--- src/rtl/spi_periph_pkg.sv ---
// Shared types and constants for the SPI register peripheral: FSM states,
// R/W bit encoding and the frame-width helper.
package spi_periph_pkg;

    typedef enum logic [1:0] {
        ST_IDLE,
        ST_CMD,
        ST_DATA,
        ST_DONE
    } state_e;

    localparam logic RW_WRITE = 1'b1;
    localparam logic RW_READ  = 1'b0;

    function automatic int frame_width(input int addr_w, input int data_w);
        return 1 + addr_w + data_w;
    endfunction

endpackage

--- src/rtl/spi_sync_edge.sv ---
// Brings the asynchronous SPI pins into the clk domain and derives
// single-cycle sclk rise/fall pulses from the synchronised clock.
module spi_sync_edge #(
    parameter int SYNC_STAGES = 2
) (
    input  logic clk,
    input  logic rst,
    input  logic sclk,
    input  logic ncs,
    input  logic copi,
    output logic ncs_s,
    output logic copi_s,
    output logic sclk_rise,
    output logic sclk_fall
);

    logic [SYNC_STAGES-1:0] sclk_q, sclk_d;
    logic [SYNC_STAGES-1:0] ncs_q, ncs_d;
    logic [SYNC_STAGES-1:0] copi_q, copi_d;
    logic                   sclk_prev_q, sclk_prev_d;

    always_comb begin
        sclk_d      = {sclk_q[SYNC_STAGES-2:0], sclk};
        ncs_d       = {ncs_q[SYNC_STAGES-2:0], ncs};
        copi_d      = {copi_q[SYNC_STAGES-2:0], copi};
        sclk_prev_d = sclk_q[SYNC_STAGES-1];
    end

    // ncs resets deasserted so leaving reset never looks like a frame start.
    always_ff @(posedge clk) begin
        if (rst) begin
            sclk_q      <= '0;
            ncs_q       <= '1;
            copi_q      <= '0;
            sclk_prev_q <= 1'b0;
        end else begin
            sclk_q      <= sclk_d;
            ncs_q       <= ncs_d;
            copi_q      <= copi_d;
            sclk_prev_q <= sclk_prev_d;
        end
    end

    assign ncs_s     = ncs_q[SYNC_STAGES-1];
    assign copi_s    = copi_q[SYNC_STAGES-1];
    assign sclk_rise = sclk_q[SYNC_STAGES-1] & ~sclk_prev_q;
    assign sclk_fall = ~sclk_q[SYNC_STAGES-1] & sclk_prev_q;

endmodule

--- src/rtl/spi_peripheral_rw.sv ---
// SPI mode-0 target with a read/write register file: frame is R/W bit,
// address, data (MSB first); reads shift the addressed register out on CIPO.
module spi_peripheral_rw
    import spi_periph_pkg::*;
#(
    parameter int NUM_REGS    = 5,
    parameter int ADDR_W      = 7,
    parameter int DATA_W      = 8,
    parameter int SYNC_STAGES = 2
) (
    input  logic                       clk,
    input  logic                       rst,
    input  logic                       sclk,
    input  logic                       ncs,
    input  logic                       copi,
    output logic                       cipo,
    output logic                       cipo_oe,
    output logic [NUM_REGS*DATA_W-1:0] regs_out,
    output logic                       wr_strobe,
    output logic [ADDR_W-1:0]          wr_addr,
    output logic                       frame_err
);

    localparam int FRAME_W = frame_width(ADDR_W, DATA_W);
    localparam int CMD_W   = 1 + ADDR_W;
    localparam int CNT_W   = $clog2(FRAME_W + 1);
    localparam int SH_W    = (CMD_W > DATA_W) ? CMD_W : DATA_W;

    logic ncs_s, copi_s, sclk_rise, sclk_fall;

    spi_sync_edge #(.SYNC_STAGES(SYNC_STAGES)) u_sync (
        .clk       (clk),
        .rst       (rst),
        .sclk      (sclk),
        .ncs       (ncs),
        .copi      (copi),
        .ncs_s     (ncs_s),
        .copi_s    (copi_s),
        .sclk_rise (sclk_rise),
        .sclk_fall (sclk_fall)
    );

    state_e              state_q, state_d;
    logic [CNT_W-1:0]    cnt_q, cnt_d;
    logic [SH_W-2:0]     shin_q, shin_d;
    logic                rw_q, rw_d;
    logic [ADDR_W-1:0]   addr_q, addr_d;
    logic [DATA_W-1:0]   shout_q, shout_d;
    logic                cipo_q, cipo_d;
    logic [DATA_W-1:0]   regs_q [NUM_REGS];
    logic [DATA_W-1:0]   regs_d [NUM_REGS];
    logic                wr_strobe_q, wr_strobe_d;
    logic [ADDR_W-1:0]   wr_addr_q, wr_addr_d;
    logic                frame_err_q, frame_err_d;
    logic [SH_W-1:0]     cur;

    // History plus the bit arriving this cycle; decoded only on the completing rise.
    assign cur = {shin_q, copi_s};

    always_comb begin
        state_d     = state_q;
        cnt_d       = cnt_q;
        shin_d      = shin_q;
        rw_d        = rw_q;
        addr_d      = addr_q;
        shout_d     = shout_q;
        cipo_d      = cipo_q;
        regs_d      = regs_q;
        wr_strobe_d = 1'b0;
        wr_addr_d   = wr_addr_q;
        frame_err_d = 1'b0;
        unique case (state_q)
            ST_IDLE: begin
                cnt_d  = '0;
                cipo_d = 1'b0;
                if (!ncs_s) state_d = ST_CMD;
            end
            ST_CMD, ST_DATA: begin
                if (sclk_rise) begin
                    cnt_d  = cnt_q + 1'b1;
                    shin_d = cur[SH_W-2:0];
                end
                if (state_q == ST_DATA && sclk_fall && rw_q == RW_READ) begin
                    cipo_d  = shout_q[DATA_W-1];
                    shout_d = {shout_q[DATA_W-2:0], 1'b0};
                end
                // The count update is resolved before ncs, so a final rise
                // coinciding with ncs release still completes the frame.
                if (state_q == ST_CMD && cnt_d == CNT_W'(CMD_W)) begin
                    state_d = ST_DATA;
                    rw_d    = cur[ADDR_W];
                    addr_d  = cur[ADDR_W-1:0];
                    cipo_d  = 1'b0;
                    shout_d = '0;
                    for (int k = 0; k < NUM_REGS; k++) begin
                        if (cur[ADDR_W-1:0] == ADDR_W'(k)) shout_d = regs_q[k];
                    end
                end else if (state_q == ST_DATA && cnt_d == CNT_W'(FRAME_W)) begin
                    state_d = ST_DONE;
                    cipo_d  = 1'b0;
                    if (rw_q == RW_WRITE) begin
                        for (int k = 0; k < NUM_REGS; k++) begin
                            if (addr_q == ADDR_W'(k)) begin
                                regs_d[k]   = cur[DATA_W-1:0];
                                wr_strobe_d = 1'b1;
                                wr_addr_d   = addr_q;
                            end
                        end
                    end
                end else if (ncs_s) begin
                    state_d     = ST_IDLE;
                    frame_err_d = 1'b1;
                    cipo_d      = 1'b0;
                end
            end
            ST_DONE: begin
                cipo_d = 1'b0;
                if (ncs_s) state_d = ST_IDLE;
            end
            default: state_d = ST_IDLE;
        endcase
    end

    always_ff @(posedge clk) begin
        if (rst) begin
            state_q     <= ST_IDLE;
            cnt_q       <= '0;
            shin_q      <= '0;
            rw_q        <= RW_READ;
            addr_q      <= '0;
            shout_q     <= '0;
            cipo_q      <= 1'b0;
            regs_q      <= '{default: '0};
            wr_strobe_q <= 1'b0;
            wr_addr_q   <= '0;
            frame_err_q <= 1'b0;
        end else begin
            state_q     <= state_d;
            cnt_q       <= cnt_d;
            shin_q      <= shin_d;
            rw_q        <= rw_d;
            addr_q      <= addr_d;
            shout_q     <= shout_d;
            cipo_q      <= cipo_d;
            regs_q      <= regs_d;
            wr_strobe_q <= wr_strobe_d;
            wr_addr_q   <= wr_addr_d;
            frame_err_q <= frame_err_d;
        end
    end

    for (genvar k = 0; k < NUM_REGS; k++) begin : g_flat
        assign regs_out[k*DATA_W +: DATA_W] = regs_q[k];
    end

    assign cipo_oe   = (state_q == ST_DATA) && (rw_q == RW_READ);
    assign cipo      = cipo_oe & cipo_q;
    assign wr_strobe = wr_strobe_q;
    assign wr_addr   = wr_addr_q;
    assign frame_err = frame_err_q;

endmodule

--- config.mk ---
export PLATFORM = sky130hd
export DESIGN_NAME = spi_peripheral_rw
export DESIGN_NICKNAME = d
export VERILOG_FILES = /design/src/rtl/spi_periph_pkg.sv /design/src/rtl/spi_sync_edge.sv /design/src/rtl/spi_peripheral_rw.sv
export SDC_FILE = /design/constraint.sdc
export NUM_CORES = 1
export LEC_CHECK = 0
export CORE_MARGIN = 2
export CORE_UTILIZATION = 40
export DETAILED_ROUTE_END_ITERATION = 16
export GPL_TIMING_DRIVEN = 0
export PLACE_DENSITY = 0.72
export SLEW_MARGIN = 20
export SYNTH_ARGS = -nofsm -noshare
export SYNTH_HDL_FRONTEND = slang
export SYNTH_SLANG_ARGS = --single-unit
--- constraint.sdc ---
create_clock -name clk -period 5.5 [get_ports clk]
set_input_delay 1.1 -clock clk [delete_from_list [all_inputs] [get_ports clk]]
set_output_delay 1.1 -clock clk [all_outputs]
set_load 0.02 [all_outputs]
==> impl_metrics.env, run 1 <==
export IMPL_fmax_mhz=300.6
export IMPL_fp_dieW_um=107.2
export IMPL_cts_setup_buffers=0
export IMPL_ys_async_sr_fraction=0
export IMPL_yosys_warnings=0
export IMPL_fin_worst_skew_ns=0.01363
export IMPL_grt_max_degree=17
export IMPL_p_sw_frac=0.2372
export IMPL_cts_sinks=87
export IMPL_max_slew_margin=0.5309
export IMPL_yosysSeqAreaShare=0.4091
export IMPL_reg2reg_slack_ns=3.14
export IMPL_firstDrtPassIters=4
export IMPL_core_region_area_mm2=0.01032
export IMPL_p_comb_frac=0.044
export IMPL_cp_max_fo=6
export IMPL_hold_class="flop to flop"
export IMPL_final_nets=515
export IMPL_cts_tree="built"
export IMPL_crit_arrival_ns=2.23
export IMPL_synth_seq_cells=87
export IMPL_wire_per_inst_um=17.02
export IMPL_final_setup_viol_count=0
export IMPL_ios=56
export IMPL_cts_root_buf="clkbuf_8"
export IMPL_hold_buffers=0
export IMPL_drv_slew=0
export IMPL_grtUsageTotal=0.1978
export IMPL_wl_um=10980
export IMPL_ant_nets=0
export IMPL_ys_flop_type="dfxtp_1"
export IMPL_cts_max_path_buffers=2
export IMPL_internal_power_mw=0.9137
export IMPL_via_count=3516
export IMPL_p_sw_mw=0.2842
export IMPL_grt_pass1_vias=3419
export IMPL_cellLeakagePower_nw=1.912
export IMPL_synth_edf_count=0
export IMPL_period_minus_slack_ns=3.327
export IMPL_synth_avg_cell_area_um2=9.699
export IMPL_portBuffers=54
export IMPL_area_delta_synth_final_pct=22.16
export IMPL_syn_cell_area_mm2=0.004258
export IMPL_maxCapViolCount=0
export IMPL_syn_nets=450
export IMPL_fin_ws_ns=2.173
export IMPL_design_die_area_mm2=0.01149
export IMPL_rsz0062_at_grt="false"
export IMPL_end_kind="output port"
export IMPL_cts_resized=0
export IMPL_hold_violations=0
export IMPL_worstPathRequired_ns=4.40
export IMPL_p_per_area_mw_per_mm2=230.3
export IMPL_synth_cell_types=57
export IMPL_diodes=0
export IMPL_die_y_um=107.2
export IMPL_status="finished, final reports clean"
export IMPL_fillers=945
export IMPL_grt_overflow=0
export IMPL_dpl_hpwl_um=7929
export IMPL_clock_power_share=0.426
export IMPL_synthCells=439
export IMPL_grt_antenna_before_repair=0
export IMPL_htree_levels=3
export IMPL_worstSetupPathType="flop to output port"
export IMPL_drive_gt1_frac=0.1139
export IMPL_vdd_drop_max_v=0.0001347
export IMPL_cts_buffers=9
export IMPL_worst_pin_slew_ns=0.6979
export IMPL_min_period_over_period=0.6049
export IMPL_dpl_worst_slack_ns=2.576
export IMPL_finalWeightedCongestion=0.8527
export IMPL_drc=0
export IMPL_vias_per_cell=5.451
export IMPL_p_seq_frac=0.530
export IMPL_cts_clk_slew_worst_paths_ns=0.09
export IMPL_clock_latency_ns=0.37
export IMPL_grt_pass1_wl_um=17630
export IMPL_start_kind="flop"
export IMPL_start_util=0.4124
export IMPL_rows=37
export IMPL_fin_tns_setup_ns=0
export IMPL_drt_iter0_drc=166
[registers in the layout, indices dropped and copies added (netlist names)]
name,cells
addr_q,7
cipo_q,1
cnt_q,5
frame_err,1
regs_out,40
rw_q,1
shin_q,7
shout_q,8
state_q,2
u_sync.copi_q,2
u_sync.ncs_q,2
u_sync.sclk_prev_q,1
u_sync.sclk_q,2
wr_addr,7
wr_strobe,1
[final cells by class]
cell class	count	area [um2]	share of cell area
well taps	136	170.2	0.03272
repair buffers	54	540.5	0.1039
inverters	17	63.81	0.01227
clock inverters	7	102.6	0.01973
clock buffers	9	123.9	0.02382
plain buffers	27	146.4	0.02815
multi-input cells	308	2312	0.4446
flip-flops and latches	87	1742	0.3349
[cell usage in the layout (no fill, tap or decap), types with 15 or more instances in the layout]
cell | netlist | routed
a21oi_1 | 21 | 21
clkbuf_1 | 15 | 15
clkdlybuf4s50_1 | 0 | 54
dfxtp_1 | 87 | 87
inv_1 | 17 | 17
mux2i_1 | 41 | 41
nand2_1 | 28 | 28
nand2b_1 | 50 | 50
nand3_1 | 16 | 16
o21ai_0 | 22 | 22
[logic make-up (layout without fill, tap and decap cells)]
family | after synthesis | after routing | synth area share
and+or+nand+nor | 163 | 163 | 0.2395
AOI/OAI and AO/OA | 89 | 89 | 0.1437
DFF | 87 | 87 | 0.4091
muxes | 49 | 49 | 0.1387
buffers and inverters | 44 | 114 | 0.04937
adders and majority gates | 6 | 6 | 0.01763
xor gates and xnor gates | 1 | 1 | 0.002057
[stage by stage]
| stage | hold WS (ns) | cells | power [mW] | util | cell area [um2] |
|---|---|---|---|---|---|
| 6_report | 0.4265 | 645 | 1.198 | 0.5038 | 5201 |
| 5_1_grt | 0.4458 | 645 | 1.238 | 0.5038 | 5201 |
| 4_1_cts | 0.4255 | 645 | 1.206 | 0.5032 | 5195 |
| 3_5_place_dp | 0.4032 | 629 | 0.7022 | 0.4813 | 4969 |
| 3_3_place_gp | 0.4005 | 629 | 0.7014 | 0.4813 | 4969 |
| 2_1_floorplan | 0.3895 | 439 | 0.6860 | - | 4258 |
[synthesized netlist by cell type, types with 4 or more instances]
master	instances	share of area
nand2b_1	50	0.073
nor2b_1	8	0.012
o21ai_0	22	0.026
dfxtp_1	87	0.41
nor2_1	14	0.012
nand4_4	4	0.020
o22ai_1	7	0.010
nand3_1	16	0.019
nand4_1	10	0.015
mux2i_1	41	0.096
inv_1	17	0.015
nand2_1	28	0.025
a211oi_1	9	0.016
clkbuf_1	15	0.013
ha_1	6	0.018
a221oi_1	4	0.0082
and2_1	5	0.0073
mux4_2	8	0.042
a21oi_1	21	0.025
buf_2	6	0.0071
buf_6	4	0.011
[layer usage]
| metal | wire length, um | GRT usage | share of wire |
|---|---|---|---|
| met3 | 493 | 0.04559 | 0.045 |
| met1 | 4998 | 0.2695 | 0.46 |
| met5 | 0 | 0 | 0 |
| met2 | 5287 | 0.3070 | 0.48 |
| met4 | 197 | 0.06865 | 0.018 |
[worst max-delay path: stages (launching register included)]
cell and delay, ns:
dfxtp_1 0.38, inv_1 0.11, ha_1 0.24, nor2b_1 0.36, and2_1 0.18, clkdlybuf4s50_1 0.59
[final timing paths]
check	cells past startpoint	to	startpoint
min	1	u_sync.ncs_q[1]	u_sync.ncs_q[0]
min reg2reg	1	u_sync.ncs_q[1]	u_sync.ncs_q[0]
max	5	cipo	state_q[0]
max reg2reg	8	shout_q[2]	state_q[0]
[power by group through the flow]
stage | registers (mW) | logic (mW) | clock network [mW]
finish | 0.635 | 0.0525 | 0.510
global route | 0.636 | 0.0568 | 0.545
CTS | 0.635 | 0.0523 | 0.518
detailed placement | 0.650 | 0.0521 | 0
global placement | 0.650 | 0.0515 | 0
floorplan | 0.650 | 0.0364 | 0
Note: power is estimated with default switching activity, not from simulation.
==> inputs of run 2 (changes only) <==
--- a/config.mk
+++ b/config.mk
@@ -9,7 +9,7 @@
 export CORE_UTILIZATION = 40
 export DETAILED_ROUTE_END_ITERATION = 16
 export GPL_TIMING_DRIVEN = 0
-export PLACE_DENSITY = 0.72
+export PLACE_DENSITY = 0.74
 export SLEW_MARGIN = 20
 export SYNTH_ARGS = -nofsm -noshare
 export SYNTH_HDL_FRONTEND = slang
==> constraint.sdc (replaced) <==
create_clock -name clk -period 3 [get_ports clk]
set_input_delay 0.6 -clock clk [delete_from_list [all_inputs] [get_ports clk]]
set_output_delay 0.6 -clock clk [all_outputs]
set_load 0.02 [all_outputs]
==> impl_metrics.env, run 2 (synthesis gave the netlist of run 1 again) <==
export IMPL_critical_path_top_delay_family="buffers and inverters"
export IMPL_drc=0
export IMPL_worstSetupPathType="flop to output port"
export IMPL_internal_power_mw=1.759
export IMPL_cts_setup_buffers=0
export IMPL_clock_latency_ns=0.37
export IMPL_fillers=953
export IMPL_final_cells=645
export IMPL_dp_cells=629
export IMPL_fmax_mhz=358.0
export IMPL_firstDrtPassIters=4
export IMPL_hold_class="flop to flop"
export IMPL_p_seq_frac=0.511
export IMPL_vdd_drop_max_v=0.0002438
export IMPL_grt_overflow=0
export IMPL_cts_tree="built"
export IMPL_cts_resized=0
export IMPL_cp_cell_sequence="inv_1, ha_1, nor2b_1, and2_1, clkdlybuf4s50_1"
export IMPL_grt_max_degree=17
export IMPL_cpPeakStageDelay_ns=0.60
export IMPL_wire_per_inst_um=16.90
export IMPL_cts_sinks=87
export IMPL_cts_buffers=9
export IMPL_finalWeightedCongestion=0.8994
export IMPL_hold_buffers=0
export IMPL_start_util=0.4124
export IMPL_diodes=0
export IMPL_vias_per_cell=5.487
export IMPL_drive_gt1_frac=0.1139
export IMPL_via_count=3539
export IMPL_layout_commonest_cell="dfxtp_1"
export IMPL_die_y_um=107.2
export IMPL_drt_iter0_drc=176
export IMPL_core_region_area_mm2=0.01032
export IMPL_cts_clk_slew_worst_paths_ns=0.09
export IMPL_fin_worst_skew_ns=0.008652
export IMPL_wl_um=10900
export IMPL_area_delta_synth_final_pct=22.69
export IMPL_grt_antenna_before_repair=0
export IMPL_ant_nets=0
export IMPL_p_comb_frac=0.042
export IMPL_status="finished, final reports clean"
export IMPL_drv_slew=0
export IMPL_fp_dieW_um=107.2
export IMPL_critPathBufInv=2
export IMPL_max_slew_margin=0.4944
export IMPL_final_setup_viol_count=0
export IMPL_worst_path_max_delay_cell="clkdlybuf4s50_1"
export IMPL_end_kind="output port"
export IMPL_rows=37
export IMPL_start_kind="flop"
export IMPL_p_per_area_mw_per_mm2=436.7
export IMPL_grt_pass1_vias=3428
export IMPL_finalPower_mw=2.281
export IMPL_maxCapViolCount=0
export IMPL_min_period_over_period=0.9312
export IMPL_cts_max_path_buffers=2
export IMPL_grtUsageTotal=0.1955
export IMPL_fin_ws_ns=0.2064
export IMPL_final_nets=515
export IMPL_clock_power_share=0.448
export IMPL_p_sw_mw=0.5219
export IMPL_postLayoutCoreUtil=0.5060
export IMPL_largest_register_ffs=40
export IMPL_crit_arrival_ns=2.19
export IMPL_p_sw_frac=0.2288
export IMPL_fin_tns_setup_ns=0
export IMPL_ios=56
export IMPL_cp_max_fo=6
export IMPL_period_minus_slack_ns=2.794
export IMPL_final_cell_mix="dfxtp_1 (87), clkdlybuf4s50_1 (54), nand2b_1 (50), mux2i_1 (41), nand2_1 (28)"
export IMPL_worstPathRequired_ns=2.40
export IMPL_grt_pass1_wl_um=17420
export IMPL_design_die_area_mm2=0.01149
export IMPL_rsz0062_at_grt="false"
export IMPL_cellLeakagePower_nw=1.926
export IMPL_portBuffers=54
export IMPL_htree_levels=3
export IMPL_worst_pin_slew_ns=0.7522
export IMPL_hold_violations=0
export IMPL_cts_root_buf="clkbuf_8"
export IMPL_dpl_hpwl_um=7994
export IMPL_dpl_worst_slack_ns=0.5792
## run 2: changes by cell type in the layout (fill, tap and decap cells not counted), sizes merged
| cell | before | now |
|---|---|---|
| clkinvlp | 1 | 0 |
| bufinv | 2 | 3 |
## run 2: per-layer routing
metal,GRT usage,up-vias,part of all wire
met5,0,-,0
met4,0.05195,0,0.012
met3,0.04742,15,0.048
met2,0.3187,85,0.49
met1,0.2587,1733,0.45
li1,-,1706,-
## run 2: power by group through the flow
| stage | logic, mW | registers [mW] | clock network, mW |
|---|---|---|---|
| final | 0.0956 | 1.16 | 1.02 |
| after global routing | 0.103 | 1.17 | 1.09 |
| after CTS | 0.0953 | 1.16 | 1.04 |
| after detailed placement | 0.0952 | 1.19 | 0 |
| after global placement | 0.0936 | 1.19 | 0 |
| after floorplan | 0.0667 | 1.19 | 0 |
## run 2: through the flow
stage	instance area (um2)	hold WS, ns
2_1_floorplan	4258	0.3895
3_3_place_gp	4969	0.4004
3_5_place_dp	4969	0.3982
4_1_cts	5218	0.4342
5_1_grt	5224	0.4564
6_report	5224	0.4351
## run 2: area by class of cell
class,count,area [um2],share of cell area
clock buffer,9,123.9,0.02371
sequential,87,1742,0.3334
clock inverter,7,125.1,0.02395
buffer,27,146.4,0.02802
timing repair buffer,54,540.5,0.1035
multi-input combinational,308,2312,0.4426
inverter,17,63.81,0.01222
tap,136,170.2,0.03257
## run 2: final timing paths
check                       start               to  slack [ns]  cells past startpoint
hold / removal    u_sync.ncs_q[0]  u_sync.ncs_q[1]        0.44                      1
setup reg to reg         cnt_q[0]       wr_addr[1]        0.67                      7
setup / recovery       state_q[0]             cipo        0.21                      5
hold reg to reg   u_sync.ncs_q[0]  u_sync.ncs_q[1]        0.44                      1
## run 2: worst register-to-register path: stages, from the launching register on
cell and delay [ns]:
dfxtp_1 0.48, ha_1 0.24, nand3b_4 0.13, xor2_1 0.36, nand3_2 0.29, clkbuf_1 0.27
o41ai_1 0.33, a21oi_1 0.10
==> inputs of run 3 (changes only) <==
--- a/config.mk
+++ b/config.mk
@@ -6,10 +6,10 @@
 export NUM_CORES = 1
 export LEC_CHECK = 0
 export CORE_MARGIN = 2
-export CORE_UTILIZATION = 40
+export CORE_UTILIZATION = 30
 export DETAILED_ROUTE_END_ITERATION = 16
 export GPL_TIMING_DRIVEN = 0
-export PLACE_DENSITY = 0.74
+export PLACE_DENSITY = 0.61
 export SLEW_MARGIN = 20
 export SYNTH_ARGS = -nofsm -noshare
 export SYNTH_HDL_FRONTEND = slang
==> impl_metrics.env, run 3 (synthesis gave the netlist of run 1 again) <==
export IMPL_grt_overflow=0
export IMPL_firstDrtPassIters=4
export IMPL_worst_path_max_delay_cell="clkdlybuf4s50_1"
export IMPL_cts_clk_slew_worst_paths_ns=0.06
export IMPL_whs_path_depth=1
export IMPL_final_cells=689
export IMPL_dp_cells=673
export IMPL_period_minus_slack_ns=2.825
export IMPL_final_seq_area_mm2=0.001742
export IMPL_min_period_over_period=0.9418
export IMPL_hold_violations=0
export IMPL_wire_per_inst_um=16.65
export IMPL_fp_dieW_um=123.1
export IMPL_start_kind="flop"
export IMPL_cts_buffers=9
export IMPL_r2r_start="cnt_q[0]"
export IMPL_cpPeakStageDelay_ns=0.60
export IMPL_drt_iter0_drc=232
export IMPL_maxCapViolCount=0
export IMPL_final_nets=515
export IMPL_grt_pass1_wl_um=18080
export IMPL_cp_cell_sequence="inv_1, ha_1, nor2b_1, and2_1, clkdlybuf4s50_1"
export IMPL_clock_latency_ns=0.35
export IMPL_vdd_drop_max_v=0.0002576
export IMPL_end_kind="output port"
export IMPL_ios=56
export IMPL_p_comb_frac=0.040
export IMPL_htree_levels=3
export IMPL_diodes=0
export IMPL_final_setup_viol_count=0
export IMPL_portBuffers=54
export IMPL_cts_resized=0
export IMPL_p_per_area_mw_per_mm2=453.4
export IMPL_reg2reg_slack_ns=0.61
export IMPL_cts_sinks=87
export IMPL_r2r_cells=7
export IMPL_use_met3=0.03967
export IMPL_multi_input_area_mm2=0.002312
export IMPL_fin_tns_setup_ns=0
export IMPL_core_region_area_mm2=0.01388
export IMPL_rows=43
export IMPL_via_count=3540
export IMPL_crit_arrival_ns=2.23
export IMPL_p_sw_mw=0.5673
export IMPL_cts_max_path_buffers=2
export IMPL_start_util=0.3067
export IMPL_grtUsageMet2=0.2466
export IMPL_p_sw_frac=0.2345
export IMPL_layout_commonest_cell="dfxtp_1"
export IMPL_finalWeightedCongestion=0.8654
export IMPL_grt_antenna_before_repair=0
export IMPL_grt_pass1_vias=3441
export IMPL_largest_register_ffs=40
export IMPL_fin_worst_skew_ns=0.008561
export IMPL_wl_um=11470
export IMPL_clock_power_share=0.478
export IMPL_area_delta_synth_final_pct=25.30
export IMPL_worstPathRequired_ns=2.40
export IMPL_vias_per_cell=5.138
export IMPL_drc=0
export IMPL_worstSetupPathType="flop to output port"
export IMPL_design_die_area_mm2=0.01516
export IMPL_cts_root_buf="clkbuf_16"
export IMPL_hold_buffers=0
export IMPL_cts_setup_buffers=0
export IMPL_grtUsageTotal=0.1563
export IMPL_ant_nets=0
export IMPL_holdPathEnd="u_sync.ncs_q[1]"
export IMPL_crit_start="state_q[0]"
export IMPL_dpl_hpwl_um=8195
export IMPL_drive_gt1_frac=0.1139
export IMPL_grt_util_met1=0.2081
export IMPL_cts_tree="built"
export IMPL_fillers=1423
export IMPL_grt_max_degree=17
export IMPL_max_slew_margin=0.5010
export IMPL_p_seq_frac=0.482
export IMPL_status="finished, final reports clean"
export IMPL_die_y_um=123.1
export IMPL_internal_power_mw=1.852
export IMPL_hold_class="flop to flop"
export IMPL_hp_start="u_sync.ncs_q[0]"
export IMPL_reg2reg_to="wr_addr[1]"
export IMPL_busiest_layer="met2"
export IMPL_final_cell_mix="dfxtp_1 (87), clkdlybuf4s50_1 (54), nand2b_1 (50), mux2i_1 (41), nand2_1 (28)"
export IMPL_fmax_mhz=353.9
export IMPL_rsz0062_at_grt="false"
export IMPL_drv_slew=0
export IMPL_cp_max_fo=6
export IMPL_worst_pin_slew_ns=0.7423
export IMPL_cellLeakagePower_nw=1.949
## run 3: changes by cell type in the layout (fill, tap and decap cells not counted), sizes merged
cell,delta
inv,-1
clkinvlp,+1
clkinv,+2
bufinv,-2
## run 3: cell type report
| class | instances | share of cell area |
|---|---|---|
| Inverter | 17 | 0.01196 |
| Tap cell | 180 | 0.04221 |
| Sequential cell | 87 | 0.3265 |
| Clock buffer | 9 | 0.04221 |
| Timing Repair Buffer | 54 | 0.1013 |
| Multi-Input combinational cell | 308 | 0.4334 |
| Clock inverter | 7 | 0.01501 |
| Buffer | 27 | 0.02744 |
## run 3: power groups by stage
stage                     clock, mW  combinational (mW)  sequential (mW)
after global placement            0              0.0961             1.19
after global routing           1.22               0.106             1.17
final                          1.16              0.0974             1.17
after detailed placement          0              0.0974             1.19
after floorplan                   0              0.0667             1.19
after CTS                      1.18              0.0978             1.17
## run 3: per-layer routing
metal  wire (um)  share of wire
met3         579          0.050
met4         217          0.019
met1        5427           0.47
met2        5246           0.46
met5           0              0
## run 3: worst max path at each step
stage / endpoint
final: cipo
after global routing: cipo
after CTS: cipo
after detailed placement: cipo
after global placement: cipo
after floorplan: shout_q[3]
## run 3: critical path: cells and delay by family, from the launching register on
family / cells / cell delay, ns
fa+ha+maj: 1 / 0.24
simple gates: 2 / 0.57
flops: 1 / 0.37
buf+inv: 2 / 0.70
## run 3: through the flow
step	hold WS [ns]	worst slack, ns	power, mW	area [um2]	util
2_1_floorplan	0.3895	1.014	1.258	4258	-
3_3_place_gp	0.4011	0.5446	1.288	5024	0.3619
3_5_place_dp	0.4058	0.5323	1.289	5024	0.3619
4_1_cts	0.4352	0.1482	2.444	5329	0.3839
5_1_grt	0.4501	0.008127	2.490	5335	0.3844
6_report	0.4329	0.1747	2.419	5335	0.3844
